==> config.mk <==
export PLATFORM = sky130hd
export DESIGN_NAME = rr_arbiter4_flat
export DESIGN_NICKNAME = d
export VERILOG_FILES = /design/src/rtl/rr_arbiter4_if.sv /design/src/rtl/rr_arbiter4.sv /design/src/flat_wrapper.sv
export SDC_FILE = /design/constraint.sdc
export NUM_CORES = 1
export LEC_CHECK = 0
export ABC_CLOCK_PERIOD_IN_PS = 3700
export CORE_ASPECT_RATIO = 0.5
export CORE_MARGIN = 10
export CORE_UTILIZATION = 40
export CTS_BUF_LIST = sky130_fd_sc_hd__clkbuf_4
export CTS_CLUSTER_SIZE = 20
export DETAILED_ROUTE_END_ITERATION = 8
export DONT_BUFFER_PORTS = 1
export SYNTH_ARGS = -nofsm -noshare
export SYNTH_HDL_FRONTEND = slang
export SYNTH_SLANG_ARGS = --single-unit
export TNS_END_PERCENT = 100
==> constraint.sdc <==
create_clock -name clk -period 3.7 [get_ports clk]
set_input_delay 0 -clock clk [delete_from_list [all_inputs] [get_ports clk]]
set_output_delay 0 -clock clk [all_outputs]
set_load 0.02 [all_outputs]
==> src/rtl/rr_arbiter4_if.sv <==
// Signal bundle between the four clients and the round-robin arbiter.
// slave = arbiter side, master = client side.
interface rr_arbiter4_if #(
    parameter int MAX_HOLD = 8
) ();
    localparam int HCW = $clog2(MAX_HOLD + 1);

    // Handshake: req is a level held by each client for as long as it wants the
    // resource; the registered one-hot gnt acts as the ready for that client, and
    // the client owns the resource in exactly those cycles where its gnt bit is 1.
    logic [3:0]     req;
    logic [3:0]     gnt;
    logic [1:0]     gnt_idx;
    logic           gnt_valid;
    logic           preempt;
    logic           busy_dbg;
    logic [1:0]     ptr_dbg;
    logic [HCW-1:0] hold_cnt_dbg;

    modport slave (
        input  req,
        output gnt, gnt_idx, gnt_valid, preempt,
        output busy_dbg, ptr_dbg, hold_cnt_dbg
    );

    modport master (
        output req,
        input  gnt, gnt_idx, gnt_valid, preempt,
        input  busy_dbg, ptr_dbg, hold_cnt_dbg
    );
endinterface

==> src/rtl/rr_arbiter4.sv <==
// Four-way round-robin arbiter with registered one-hot grant and a bounded
// hold time under contention (forced rotation after MAX_HOLD cycles).
module rr_arbiter4 #(
    parameter int MAX_HOLD = 8
) (
    input  logic          clk,
    input  logic          rst,
    rr_arbiter4_if.slave  bus
);
    localparam int HCW = $clog2(MAX_HOLD + 1);
    localparam logic [HCW-1:0] HOLD_MAX = HCW'(MAX_HOLD);
    localparam logic [HCW-1:0] HOLD_ONE = HCW'(1);

    typedef enum logic {IDLE = 1'b0, BUSY = 1'b1} state_t;

    state_t         state_q, state_d;
    logic [1:0]     ptr_q, ptr_d;
    logic [1:0]     gnt_idx_q, gnt_idx_d;
    logic           gnt_valid_q, gnt_valid_d;
    logic           preempt_q, preempt_d;
    logic [HCW-1:0] hold_cnt_q, hold_cnt_d;
    logic [3:0]     gnt_q, gnt_d;

    logic [3:0]     req;
    logic [1:0]     g_next;
    logic [3:0]     others;

    // First set bit of v scanning start, start+1, ... mod 4; callers guarantee v != 0.
    function automatic logic [1:0] pick(input logic [1:0] start, input logic [3:0] v);
        logic [1:0] r;
        logic [1:0] idx;
        r = start;
        for (int i = 3; i >= 0; i--) begin
            idx = start + 2'(i);
            if (v[idx]) r = idx;
        end
        return r;
    endfunction

    assign req    = bus.req;
    assign g_next = gnt_idx_q + 2'd1;
    assign others = req & ~(4'b0001 << gnt_idx_q);

    always_comb begin
        state_d     = state_q;
        ptr_d       = ptr_q;
        gnt_idx_d   = gnt_idx_q;
        gnt_valid_d = gnt_valid_q;
        hold_cnt_d  = hold_cnt_q;
        preempt_d   = 1'b0;
        case (state_q)
            IDLE: begin
                if (|req) begin
                    gnt_idx_d   = pick(ptr_q, req);
                    gnt_valid_d = 1'b1;
                    hold_cnt_d  = HOLD_ONE;
                    state_d     = BUSY;
                end
            end
            BUSY: begin
                // Release wins over the hold limit, so a release never pulses preempt.
                if (!req[gnt_idx_q]) begin
                    ptr_d = g_next;
                    if (|req) begin
                        gnt_idx_d  = pick(g_next, req);
                        hold_cnt_d = HOLD_ONE;
                    end else begin
                        gnt_valid_d = 1'b0;
                        hold_cnt_d  = '0;
                        state_d     = IDLE;
                    end
                end else if (hold_cnt_q == HOLD_MAX && |others) begin
                    gnt_idx_d  = pick(g_next, others);
                    hold_cnt_d = HOLD_ONE;
                    ptr_d      = g_next;
                    preempt_d  = 1'b1;
                end else if (hold_cnt_q != HOLD_MAX) begin
                    hold_cnt_d = hold_cnt_q + HOLD_ONE;
                end
            end
            default: state_d = IDLE;
        endcase
        gnt_d = gnt_valid_d ? (4'b0001 << gnt_idx_d) : 4'b0000;
    end

    always_ff @(posedge clk) begin
        if (rst) begin
            state_q     <= IDLE;
            ptr_q       <= 2'd0;
            gnt_idx_q   <= 2'd0;
            gnt_valid_q <= 1'b0;
            preempt_q   <= 1'b0;
            hold_cnt_q  <= '0;
            gnt_q       <= 4'b0000;
        end else begin
            state_q     <= state_d;
            ptr_q       <= ptr_d;
            gnt_idx_q   <= gnt_idx_d;
            gnt_valid_q <= gnt_valid_d;
            preempt_q   <= preempt_d;
            hold_cnt_q  <= hold_cnt_d;
            gnt_q       <= gnt_d;
        end
    end

    assign bus.gnt          = gnt_q;
    assign bus.gnt_idx      = gnt_idx_q;
    assign bus.gnt_valid    = gnt_valid_q;
    assign bus.preempt      = preempt_q;
    assign bus.busy_dbg     = (state_q == BUSY);
    assign bus.ptr_dbg      = ptr_q;
    assign bus.hold_cnt_dbg = hold_cnt_q;
endmodule

==> src/flat_wrapper.sv <==
// flat-port wrapper written by rule: the top's interface ports become plain ports
module rr_arbiter4_flat 
#(
    parameter int MAX_HOLD = 8
)
  (clk, rst, bus_req, bus_gnt, bus_gnt_idx, bus_gnt_valid, bus_preempt, bus_busy_dbg, bus_ptr_dbg, bus_hold_cnt_dbg);
  rr_arbiter4_if #(.MAX_HOLD(MAX_HOLD)) bus_i ();
  input  logic clk;
  input  logic rst;
  input wire logic [$bits(bus_i.req)-1:0] bus_req;
  output wire logic [$bits(bus_i.gnt)-1:0] bus_gnt;
  output wire logic [$bits(bus_i.gnt_idx)-1:0] bus_gnt_idx;
  output wire logic [$bits(bus_i.gnt_valid)-1:0] bus_gnt_valid;
  output wire logic [$bits(bus_i.preempt)-1:0] bus_preempt;
  output wire logic [$bits(bus_i.busy_dbg)-1:0] bus_busy_dbg;
  output wire logic [$bits(bus_i.ptr_dbg)-1:0] bus_ptr_dbg;
  output wire logic [$bits(bus_i.hold_cnt_dbg)-1:0] bus_hold_cnt_dbg;
  assign bus_i.req = bus_req;
  assign bus_gnt = bus_i.gnt;
  assign bus_gnt_idx = bus_i.gnt_idx;
  assign bus_gnt_valid = bus_i.gnt_valid;
  assign bus_preempt = bus_i.preempt;
  assign bus_busy_dbg = bus_i.busy_dbg;
  assign bus_ptr_dbg = bus_i.ptr_dbg;
  assign bus_hold_cnt_dbg = bus_i.hold_cnt_dbg;
  rr_arbiter4 #(.MAX_HOLD(MAX_HOLD)) u_core (.clk(clk), .rst(rst), .bus(bus_i));
endmodule
==> results.md <==
* EDFF count, synth at 0
* Layout Utilization at 46.06%
* Clk slew on worst S/H paths at approximately 0.090 ns
* Ys flop type: dfxtp_1
* Initial antenna violation count at 0
* Detailed placement HPWL at 2140 um
* Worst path bufs/invs at 1
* Seq cells post-synth at 15
* Max-Cap Viols at 0
* Die width at 94.91 um
* Syn Nets at 150
* P&R area growth vs syn at 8.138%
* Syn Std Cell Area at 0.001122 mm2
* Worst path cell trace: inv_1, ha_1, nor4bb_1, a31oi_1, o22ai_1, o31a_1, a211oi_2, and3b_1
* Gate Count Post-Synth at 138
* RSZ-0062 raised after global routing: false
* 1st-pass router iterations at 4
* PwrDens at 413.1 mW/mm2
* Setup slack after layout at around 0.83 ns
* Drt initial violations at 103
* Port bufs at 0
* WL per Instance at 16.69 um
* Final setup fails at 0
* Most common cell after layout, fill and taps aside: a21oi_1
* Final setup TNS at 0 ns
* Gr usage total at 11.20%
* Pre-CTS WS at 0.8887 ns
* Slew margin rel. at 51.15%
* Dpl cells at 168
* Num CTS Buffers at 3
* CP Data Required Time at roughly 3.9 ns
* Via count at 1069
* Crit Path Category: flip-flop to flip-flop
* Crit-path leading delay family: compound AO/OA/AOI/OAI gates
* Slowest-stage cell, CP: dfxtp_1
* Worst-skew pair later-pin latency at roughly 0.29 ns
* Routed Antenna Nets at 0
* Starting Density at 42.59%
* Netlist cell types at 45
* Antenna cells at 0
* Die Area at 0.005453 mm2
* Worst stage delay on the critical path at approximately 0.65 ns
* Final period util at just under 80%
* Leak at 0.0004684 uW
* Total gr overflow at 0
* Vias/cell at 6.040
* Clk buf depth at 2
* Finished Layout Cells at around 180
* CTS Root Cell: clkbuf_4
* Gpl congestion at 0.8836
* Worst vdd ir at 0.1967 mV
* Async set or reset register ratio after synthesis at 0%
* Path category of the worst min-delay check: input port to flip-flop
* Nets at 153
* Minimum clock period at ~2.9 ns
* Slew of the pin with the lowest slew margin at slightly above 0.7 ns
* Fraction of layout instances using a drive strength above 1 at between 8 and 9%
* # Post-CTS Setup Buffers at 0
* CTS Sinks at 15
* Wire length of the first global-routing pass at 5078 um
* Worst setup SP type: flip-flop
* Status: finished, final reports clean
* I/O pin total at 21
* Layout Skew at 0.0009517 ns
* DRC Markers at 0
* Vias in the first global route at 1025
* Die Y at between 50 and 60 um
* Syn_area_per_cell at 8.133 um2
* Fin. Hold Viols at 0
* CP Capture Type: flip-flop
* CP arrival at around 3.1 ns
* FP Rows at 13
* H-tree Lvls at 1
* Commonest non-fill, non-tap cells in the layout: a21oi_1, nor2_1, dfxtp_1
* Final Max Tran Viols at 0
* TritonCTS clock tree: built
* Core area at 0.002635 mm2
* Fmax at between 300 and 400 MHz
* Yosys warning count at 0
* Routed WL at 2955 um
* Crit path max fanout at 15
* Seq/Total Area, Yosys at 26.76%
* Largest net degree at the start of global routing at 17
[cells by family (layout without fill, tap and decap cells)]
group | after synthesis | after routing | share of synthesized area, %
AND/OR/NAND/NOR | 49 | 49 | 25.19
AO/OA/AOI/OAI | 47 | 47 | 30.10
buffers and inverters | 17 | 19 | 6.577
flip-flops | 15 | 15 | 26.76
adder cells (fa/ha/maj) | 6 | 6 | 6.689
multiplexers | 4 | 4 | 4.682
[power by group]
part / internal, uW / total [uW] / switching (uW)
clock network: 40.2 / 96.4 / 56.2
logic: 79.8 / 194 / 114
registers: 176 / 211 / 34.9
total: 297 / 501 / 205
[path summary, 6_finish.rpt]
path / from / end / slack [ns] / cells after the start
worst max-delay path: u_core.bus.gnt_idx[1] / u_core.bus.gnt[3] / 0.83 / 8
worst min-delay path: bus_req[2] / u_core.bus.gnt[1] / 0.17 / 3
worst max register to register: u_core.bus.gnt_idx[1] / u_core.bus.gnt[3] / 0.83 / 8
worst min register to register: u_core.bus.gnt_idx[0] / u_core.bus.ptr_dbg[0] / 0.52 / 1
[registers in the layout, indices dropped and copies added, names as in the netlist]
register,flops
u_core.bus.hold_cnt_dbg,4
u_core.bus.gnt_idx,2
u_core.bus.gnt_valid,1
u_core.bus.gnt,4
u_core.bus.busy_dbg,1
u_core.bus.preempt,1
u_core.bus.ptr_dbg,2
[cell usage after synthesis (all sizes together) (2+ instances only)]
master | instances | share of area (%)
mux2i | 3 | 2.7
o21ai | 4 | 1.8
nand2 | 4 | 1.3
o32ai | 2 | 1.6
a41oi | 2 | 2.2
a21oi | 17 | 7.6
nor2 | 15 | 5.0
a2111oi | 2 | 1.7
nor4bb | 2 | 1.8
nor4 | 4 | 2.8
a211oi | 3 | 2.5
nand3 | 3 | 1.3
ha | 6 | 6.7
clkbuf | 5 | 1.7
and3b | 3 | 2.3
o221a | 2 | 2.0
o22ai | 4 | 2.2
buf | 3 | 1.9
nand2b | 4 | 2.2
dfxtp | 15 | 27
inv | 8 | 2.7
and3 | 2 | 1.1
nor2b | 6 | 3.3
a31oi | 3 | 1.7
[per-stage QoR]
stage | total power (uW) | hold WS (ns) | instance area (um2)
after floorplan | 369.1 | 0.07161 | 1122
after global placement | 400.7 | 0.07398 | 1136
after detailed placement | 401.0 | 0.07316 | 1136
after CTS | 502.9 | 0.1835 | 1214
after global routing | 537.0 | 0.2402 | 1214
final | 501.4 | 0.1701 | 1214
[worst min-delay path: cells and delay by family]
family / cells / cell delay [ns]
AOI/OAI and AO/OA: 1 / 0.12
and+or+nand+nor: 2 / 0.28
[per-layer routing]
| layer | part of all wire (%) | track usage, % |
|---|---|---|
| met1 | 45 | 15.23 |
| met2 | 45 | 16.73 |
| met3 | 8.5 | 2.999 |
| met4 | 1.2 | 3.390 |
| met5 | 0 | 0 |
[what timing repair did]
item                                    4_1_cts  5_1_grt
endpoints found under the setup margin        0        0
endpoints found under the hold margin        15        0
gates resized for setup                       0        0
hold buffers                                  5        0
[area by class of cell]
type | count | area [um2]
clock buffer | 3 | 22.52
clock inverter | 1 | 5.005
fill | 270 | 1421
inverter | 9 | 33.78
multi-input combinational | 106 | 748.2
sequential | 15 | 300.3
tap | 37 | 46.29
timing repair buffer | 6 | 57.56
Note: power is estimated with default switching activity, not from simulation.
